$ cat config.mk
export PLATFORM = sky130hd
export DESIGN_NAME = spi_target
export DESIGN_NICKNAME = d
export VERILOG_FILES = /design/src/rtl/spi_target.sv
export SDC_FILE = /design/constraint.sdc
export NUM_CORES = 1
export LEC_CHECK = 0
export ABC_AREA = 0
export BUFFER_PORTS_ARGS = -buffer_cell sky130_fd_sc_hd__buf_2
export CORE_MARGIN = 3
export CORE_UTILIZATION = 50
export CTS_BUF_LIST = sky130_fd_sc_hd__clkbuf_4
export DETAILED_ROUTE_END_ITERATION = 10
export PLACE_DENSITY_LB_ADDON = 0.2
export SYNTH_ARGS = -nofsm -noshare
export SYNTH_HDL_FRONTEND = slang
export SYNTH_SLANG_ARGS = --single-unit
$ cat constraint.sdc
create_clock -name i_clk -period 2.15 [get_ports i_clk]
set_input_delay 0 -clock i_clk [delete_from_list [all_inputs] [get_ports i_clk]]
set_output_delay 0 -clock i_clk [all_outputs]
set_load 0.01 [all_outputs]
$ cat src/rtl/spi_target.sv
// SPI mode-0 target endpoint. All SPI pins are oversampled in the i_clk
// domain; the core side exchanges bytes over a valid/ready TX port and a
// pulse-qualified RX port. A single holding register buffers the next
// response byte; when it is empty at a load point IDLE_BYTE is sent instead.
module spi_target #(
    parameter int unsigned SYNC_STAGES = 2,
    parameter logic [7:0]  IDLE_BYTE   = 8'hFF
) (
    input  logic       i_clk,
    input  logic       i_rst_n,
    input  logic       i_spi_sck,
    input  logic       i_spi_mosi,
    input  logic       i_spi_ss,
    output logic       o_spi_miso,
    output logic       o_spi_miso_oe,
    input  logic [7:0] i_tx_data,
    input  logic       i_tx_valid,
    output logic       o_tx_ready,
    output logic [7:0] o_rx_data,
    output logic       o_rx_valid,
    output logic       o_tx_underrun,
    output logic       o_frame_start,
    output logic       o_frame_end,
    output logic       o_busy
);

    typedef enum logic {
        ST_IDLE   = 1'b0,
        ST_ACTIVE = 1'b1
    } state_e;

    // Synchronizer chains plus one registered copy for edge detection.
    logic [SYNC_STAGES-1:0] sck_sync_q;
    logic [SYNC_STAGES-1:0] mosi_sync_q;
    logic [SYNC_STAGES-1:0] ss_sync_q;
    logic [SYNC_STAGES-1:0] fill_q;
    logic                   sck_prev_q;
    logic                   ss_prev_q;
    logic                   armed_q;
    logic                   armed_d;

    logic sck_s;
    logic mosi_s;
    logic ss_s;
    logic sck_rise_s;
    logic sck_fall_s;
    logic ss_fall_s;
    logic ss_rise_s;

    // Protocol state.
    state_e     state_q,     state_d;
    logic [2:0] cnt_q,       cnt_d;
    logic [7:0] rx_sh_q,     rx_sh_d;
    logic [7:0] tx_sh_q,     tx_sh_d;
    logic [7:0] hold_q,      hold_d;
    logic       hold_full_q, hold_full_d;
    logic [7:0] rx_data_q,   rx_data_d;
    logic       rx_valid_q,  rx_valid_d;
    logic       underrun_q,  underrun_d;
    logic       fstart_q,    fstart_d;
    logic       fend_q,      fend_d;
    logic       miso_q,      miso_d;
    logic       load_s;

    assign sck_s  = sck_sync_q[SYNC_STAGES-1];
    assign mosi_s = mosi_sync_q[SYNC_STAGES-1];
    assign ss_s   = ss_sync_q[SYNC_STAGES-1];

    assign sck_rise_s = sck_s & ~sck_prev_q;
    assign sck_fall_s = ~sck_s & sck_prev_q;
    // A select fall only counts once SS has been seen high on real pin
    // samples, so a master holding SS low across reset cannot start a frame.
    assign ss_fall_s  = armed_q & ss_prev_q & ~ss_s;
    assign ss_rise_s  = ss_s & ~ss_prev_q;

    // fill_q marks which synchronizer stages hold genuine post-reset samples.
    assign armed_d = armed_q | (fill_q[SYNC_STAGES-1] & ss_s);

    // Synchronize SPI pins and keep the previous synchronized values.
    always_ff @(posedge i_clk or negedge i_rst_n) begin
        if (!i_rst_n) begin
            sck_sync_q  <= '0;
            mosi_sync_q <= '0;
            ss_sync_q   <= '1;
            fill_q      <= '0;
            sck_prev_q  <= 1'b0;
            ss_prev_q   <= 1'b1;
            armed_q     <= 1'b0;
        end else begin
            sck_sync_q  <= {sck_sync_q[SYNC_STAGES-2:0], i_spi_sck};
            mosi_sync_q <= {mosi_sync_q[SYNC_STAGES-2:0], i_spi_mosi};
            ss_sync_q   <= {ss_sync_q[SYNC_STAGES-2:0], i_spi_ss};
            fill_q      <= {fill_q[SYNC_STAGES-2:0], 1'b1};
            sck_prev_q  <= sck_s;
            ss_prev_q   <= ss_s;
            armed_q     <= armed_d;
        end
    end

    // Frame state, bit counter, shift registers and TX holding register.
    always_ff @(posedge i_clk or negedge i_rst_n) begin
        if (!i_rst_n) begin
            state_q     <= ST_IDLE;
            cnt_q       <= 3'd0;
            rx_sh_q     <= 8'h00;
            tx_sh_q     <= 8'h00;
            hold_q      <= 8'h00;
            hold_full_q <= 1'b0;
            rx_data_q   <= 8'h00;
            rx_valid_q  <= 1'b0;
            underrun_q  <= 1'b0;
            fstart_q    <= 1'b0;
            fend_q      <= 1'b0;
            miso_q      <= 1'b1;
        end else begin
            state_q     <= state_d;
            cnt_q       <= cnt_d;
            rx_sh_q     <= rx_sh_d;
            tx_sh_q     <= tx_sh_d;
            hold_q      <= hold_d;
            hold_full_q <= hold_full_d;
            rx_data_q   <= rx_data_d;
            rx_valid_q  <= rx_valid_d;
            underrun_q  <= underrun_d;
            fstart_q    <= fstart_d;
            fend_q      <= fend_d;
            miso_q      <= miso_d;
        end
    end

    // Next-state logic: SS rise has priority over SCK edges; loads and TX
    // writes in the same cycle see the pre-write holding state.
    always_comb begin
        state_d     = state_q;
        cnt_d       = cnt_q;
        rx_sh_d     = rx_sh_q;
        tx_sh_d     = tx_sh_q;
        hold_d      = hold_q;
        hold_full_d = hold_full_q;
        rx_data_d   = rx_data_q;
        rx_valid_d  = 1'b0;
        underrun_d  = 1'b0;
        fstart_d    = 1'b0;
        fend_d      = 1'b0;
        miso_d      = miso_q;
        load_s      = 1'b0;

        case (state_q)
            ST_IDLE: begin
                miso_d = 1'b1;
                if (ss_fall_s) begin
                    state_d  = ST_ACTIVE;
                    fstart_d = 1'b1;
                    cnt_d    = 3'd0;
                    load_s   = 1'b1;
                end else begin
                    state_d = ST_IDLE;
                end
            end
            ST_ACTIVE: begin
                if (ss_rise_s) begin
                    state_d = ST_IDLE;
                    fend_d  = 1'b1;
                    miso_d  = 1'b1;
                    cnt_d   = 3'd0;
                    rx_sh_d = 8'h00;
                end else if (sck_rise_s) begin
                    rx_sh_d = {rx_sh_q[6:0], mosi_s};
                    cnt_d   = cnt_q + 3'd1;
                    if (cnt_q == 3'd7) begin
                        rx_data_d  = {rx_sh_q[6:0], mosi_s};
                        rx_valid_d = 1'b1;
                    end else begin
                        rx_valid_d = 1'b0;
                    end
                end else if (sck_fall_s) begin
                    if (cnt_q != 3'd0) begin
                        tx_sh_d = {tx_sh_q[6:0], 1'b0};
                        miso_d  = tx_sh_q[6];
                    end else begin
                        load_s = 1'b1;
                    end
                end else begin
                    state_d = ST_ACTIVE;
                end
            end
            default: begin
                state_d = ST_IDLE;
                miso_d  = 1'b1;
            end
        endcase

        if (load_s) begin
            if (hold_full_q) begin
                tx_sh_d     = hold_q;
                miso_d      = hold_q[7];
                hold_full_d = 1'b0;
            end else begin
                tx_sh_d    = IDLE_BYTE;
                miso_d     = IDLE_BYTE[7];
                underrun_d = 1'b1;
            end
        end else begin
            tx_sh_d = tx_sh_d;
        end

        if (i_tx_valid && !hold_full_q) begin
            hold_d      = i_tx_data;
            hold_full_d = 1'b1;
        end else begin
            hold_d = hold_d;
        end
    end

    assign o_spi_miso    = miso_q;
    assign o_spi_miso_oe = (state_q == ST_ACTIVE);
    assign o_busy        = (state_q == ST_ACTIVE);
    assign o_tx_ready    = ~hold_full_q;
    assign o_rx_data     = rx_data_q;
    assign o_rx_valid    = rx_valid_q;
    assign o_tx_underrun = underrun_q;
    assign o_frame_start = fstart_q;
    assign o_frame_end   = fend_q;

endmodule

==> flow_summary.ini <==
[status]
outcome = complete, no violations

[global_routing]
antenna_found_initial = 0
gr-usage-all-layers_pct = 15.9
grt_max_degree = 25
grt_pass1_vias = 1344
overflow = 0
grt_pass1_wl_um = 6350

[worst_setup_path]
cp_cell_sequence = and3_4 -> nand2_8 -> mux2_4
path_delay_family = flip-flops
crit_path_start_kind = register
critPathCaptureType = register
cp.required_ps = 2410
critPathKind = reg2reg
cp_slowest_cell = dfrtp_1
cp_max_fo = 10
critPathBufInv = 0
slowest_delay_ps = 670
cp.arrival_ps = 1830
r2r_cells = 3
cp.depth = 3

[synth]
synth_common_cells = dfrtp_1 (47), nor2_1 (10), mux2_2 (9)
synth_area_leaders = dfrtp_1 (55%), mux2_4 (5.6%), dfstp_2 (4.9%), mux2_2 (4.7%), a22o_2 (3.7%)
synthMuxAreaShare_pct = 13.1
synth-seq-area-share_pct = 59.6
yosys.area_share.simple_pct = 12.3
synth.distinct_cells = 37
avgSynthCellArea_um2 = 15.0
synth_edf_count = 0
synth_fa_ha_area_share_pct = 1.75
synthArstFlopShare_pct = 100
synthCells = 143
syn_area_um2 = 2150
synth-compound-area-share_pct = 9.48
ys_seq_elements = 51
yosys.cell_count.top_type = dfrtp_1
yosysTopAreaCellShare_pct = 54.7
yosys.area.top_type = dfrtp_1
synth_top_family_by_area = multiplexers
synth-xor-area-share_pct = 0
ys.flop_type = dfrtp_1
yosys_warnings = 0
syn_nets = 160

[clocking]
clock_path_buffers = 2
clk_latency_ps = 370
cts-buffers-inserted = 5
post-cts-setup-buffers = 0
cts-hold-fix-buffers = 12
htreeDepth = 2
clockRootBuffer = clkbuf_4
clkTransAtPathRegs_ps = 150
cts_tree = built
cts.sink_count = 51
cts-resized-gates = 0

[pwr]
p_leak_nw = 1.29
p_seq_share_pct = 53.9
power_density_nw_per_um2 = 952
p_int_mw = 1.72
power.total_mw = 2.41
comb_power_share_pct = 23.4
swShare_pct = 28.7
power.share.clock_pct = 22.8
vdd_drop_max_mv = 0.535
power_switching_mw = 0.690

[timing]
rsz0062_at_grt = false
setup_violations = 0
hold_slack_ps = 37.6
fin_crit_sh_pct = 72.9
finClkSkew_ps = 9.52
tns_ps = 0
hold_viol = 0
fmax_mhz = 638
period_needed_ps = 1570
drv_slew = 0

[route]
wl_um = 3530
routedWlPerCell_um = 14.7
remaining_drc_errors = 0
drt_first_pass_iters = 4
num_vias = 1257
vias_per_cell = 5.24
drt_iter0_markers = 70
antenna_left = 0

[floorplanning]
initial_core_util_pct = 52.6
core.rowCount = 23
fp.dieW_um = 71.6
io_pins = 30
dieHeight_um = 71.6
coreArea_um2 = 4090
die_area_um2 = 5120

[finish]
multi_input_area_um2 = 791
nets = 206
areaGrowthSynthToFinish_pct = 17.5
final.fill_count = 324
drive_above_1_share_pct = 43.2
insertedDiodeCount = 0
regArea_um2 = 1280

[placement]
io_buffer_count = 29
dp_hpwl_um = 2560
gp_congestion = 0.820

[flow_run]
max_cap_violations = 0

[hold_path]
hold_class = in2async
## layer usage
metal	vias up	share of wire, %	routed length, µm	GRT usage [%]
li1	592	-	-	-
met1	628	41	1460	19.0
met2	31	52	1860	27.2
met3	6	4.9	173	5.05
met4	0	1.3	47	5.01
met5	-	0	0	0
## through the flow
stage	utilization (%)	cells	cell area [µm²]	setup WS [ps]
after detailed placement	56.9	220	2320	589
after global routing	61.8	240	2530	464
after floorplan	-	143	2150	649
after global placement	56.9	220	2320	611
after CTS	61.8	240	2530	564
final	61.8	240	2530	582
## final timing paths
kind                       startpoint           end  slack (ps)
setup / recovery               o_busy  o_rx_data[6]         580
hold / removal                i_rst_n      cnt_q[1]          40
setup reg to reg               o_busy  o_rx_data[6]         580
hold reg to reg             fill_q[0]     fill_q[1]         360
max in group asynchronous     i_rst_n  ss_sync_q[1]        1440
min in group i_clk         i_tx_valid   hold_full_q         110
## logic make-up (layout without fill, tap and decap cells)
group	Yosys count	count (layout)
multiplexers	23	23
AO/OA/AOI/OAI	22	22
buffers and inverters	10	57
other	1	1
adder cells (fa/ha/maj)	3	3
AND/OR/NAND/NOR	33	33
flip-flops	51	51
## cell type report
| class | count | area share [%] |
|---|---|---|
| multi-input cells | 82 | 31.3 |
| clock buffers | 5 | 1.49 |
| repair buffers | 45 | 11.7 |
| flip-flops and latches | 51 | 50.7 |
| inverters | 4 | 0.594 |
| well taps | 50 | 2.48 |
| clock inverters | 3 | 1.73 |
## sequential cells by signal, indices dropped and copies added (netlist names), 2 cells and up
| name | count |
|---|---|
| hold_q | 8 |
| o_rx_data | 8 |
| rx_sh_q | 7 |
| tx_sh_q | 7 |
| cnt_q | 3 |
| fill_q | 2 |
| mosi_sync_q | 2 |
| sck_sync_q | 2 |
| ss_sync_q | 2 |
## power by group through the flow
stage | sequential [mW] | combinational, mW | clock, mW
6_report | 1.30 | 0.562 | 0.548
5_1_grt | 1.32 | 0.623 | 0.609
4_1_cts | 1.30 | 0.567 | 0.565
3_5_place_dp | 1.32 | 0.551 | 0
3_3_place_gp | 1.30 | 0.527 | 0
2_1_floorplan | 1.27 | 0.437 | 0
## cell usage in the layout (no fill, tap or decap), types with 3 or more instances in the layout
cell type / instances
buf_4: 4
mux2_2: 9
a221o_1: 6
nand2b_1: 6
mux2_4: 8
a21o_1: 3
mux2i_1: 6
dlygate4sd3_1: 12
dfrtp_1: 47
inv_1: 4
a22o_2: 8
clkbuf_4: 5
nor2_1: 10
buf_2: 29
dfstp_2: 4
ha_1: 3
## worst reg2reg max path: cells and delay by family (launching register included)
family / cells / cell delay, ps
AND/OR/NAND/NOR: 2 / 500
flip-flops: 1 / 670
multiplexers: 1 / 310
(Power assumes the default switching activity.)
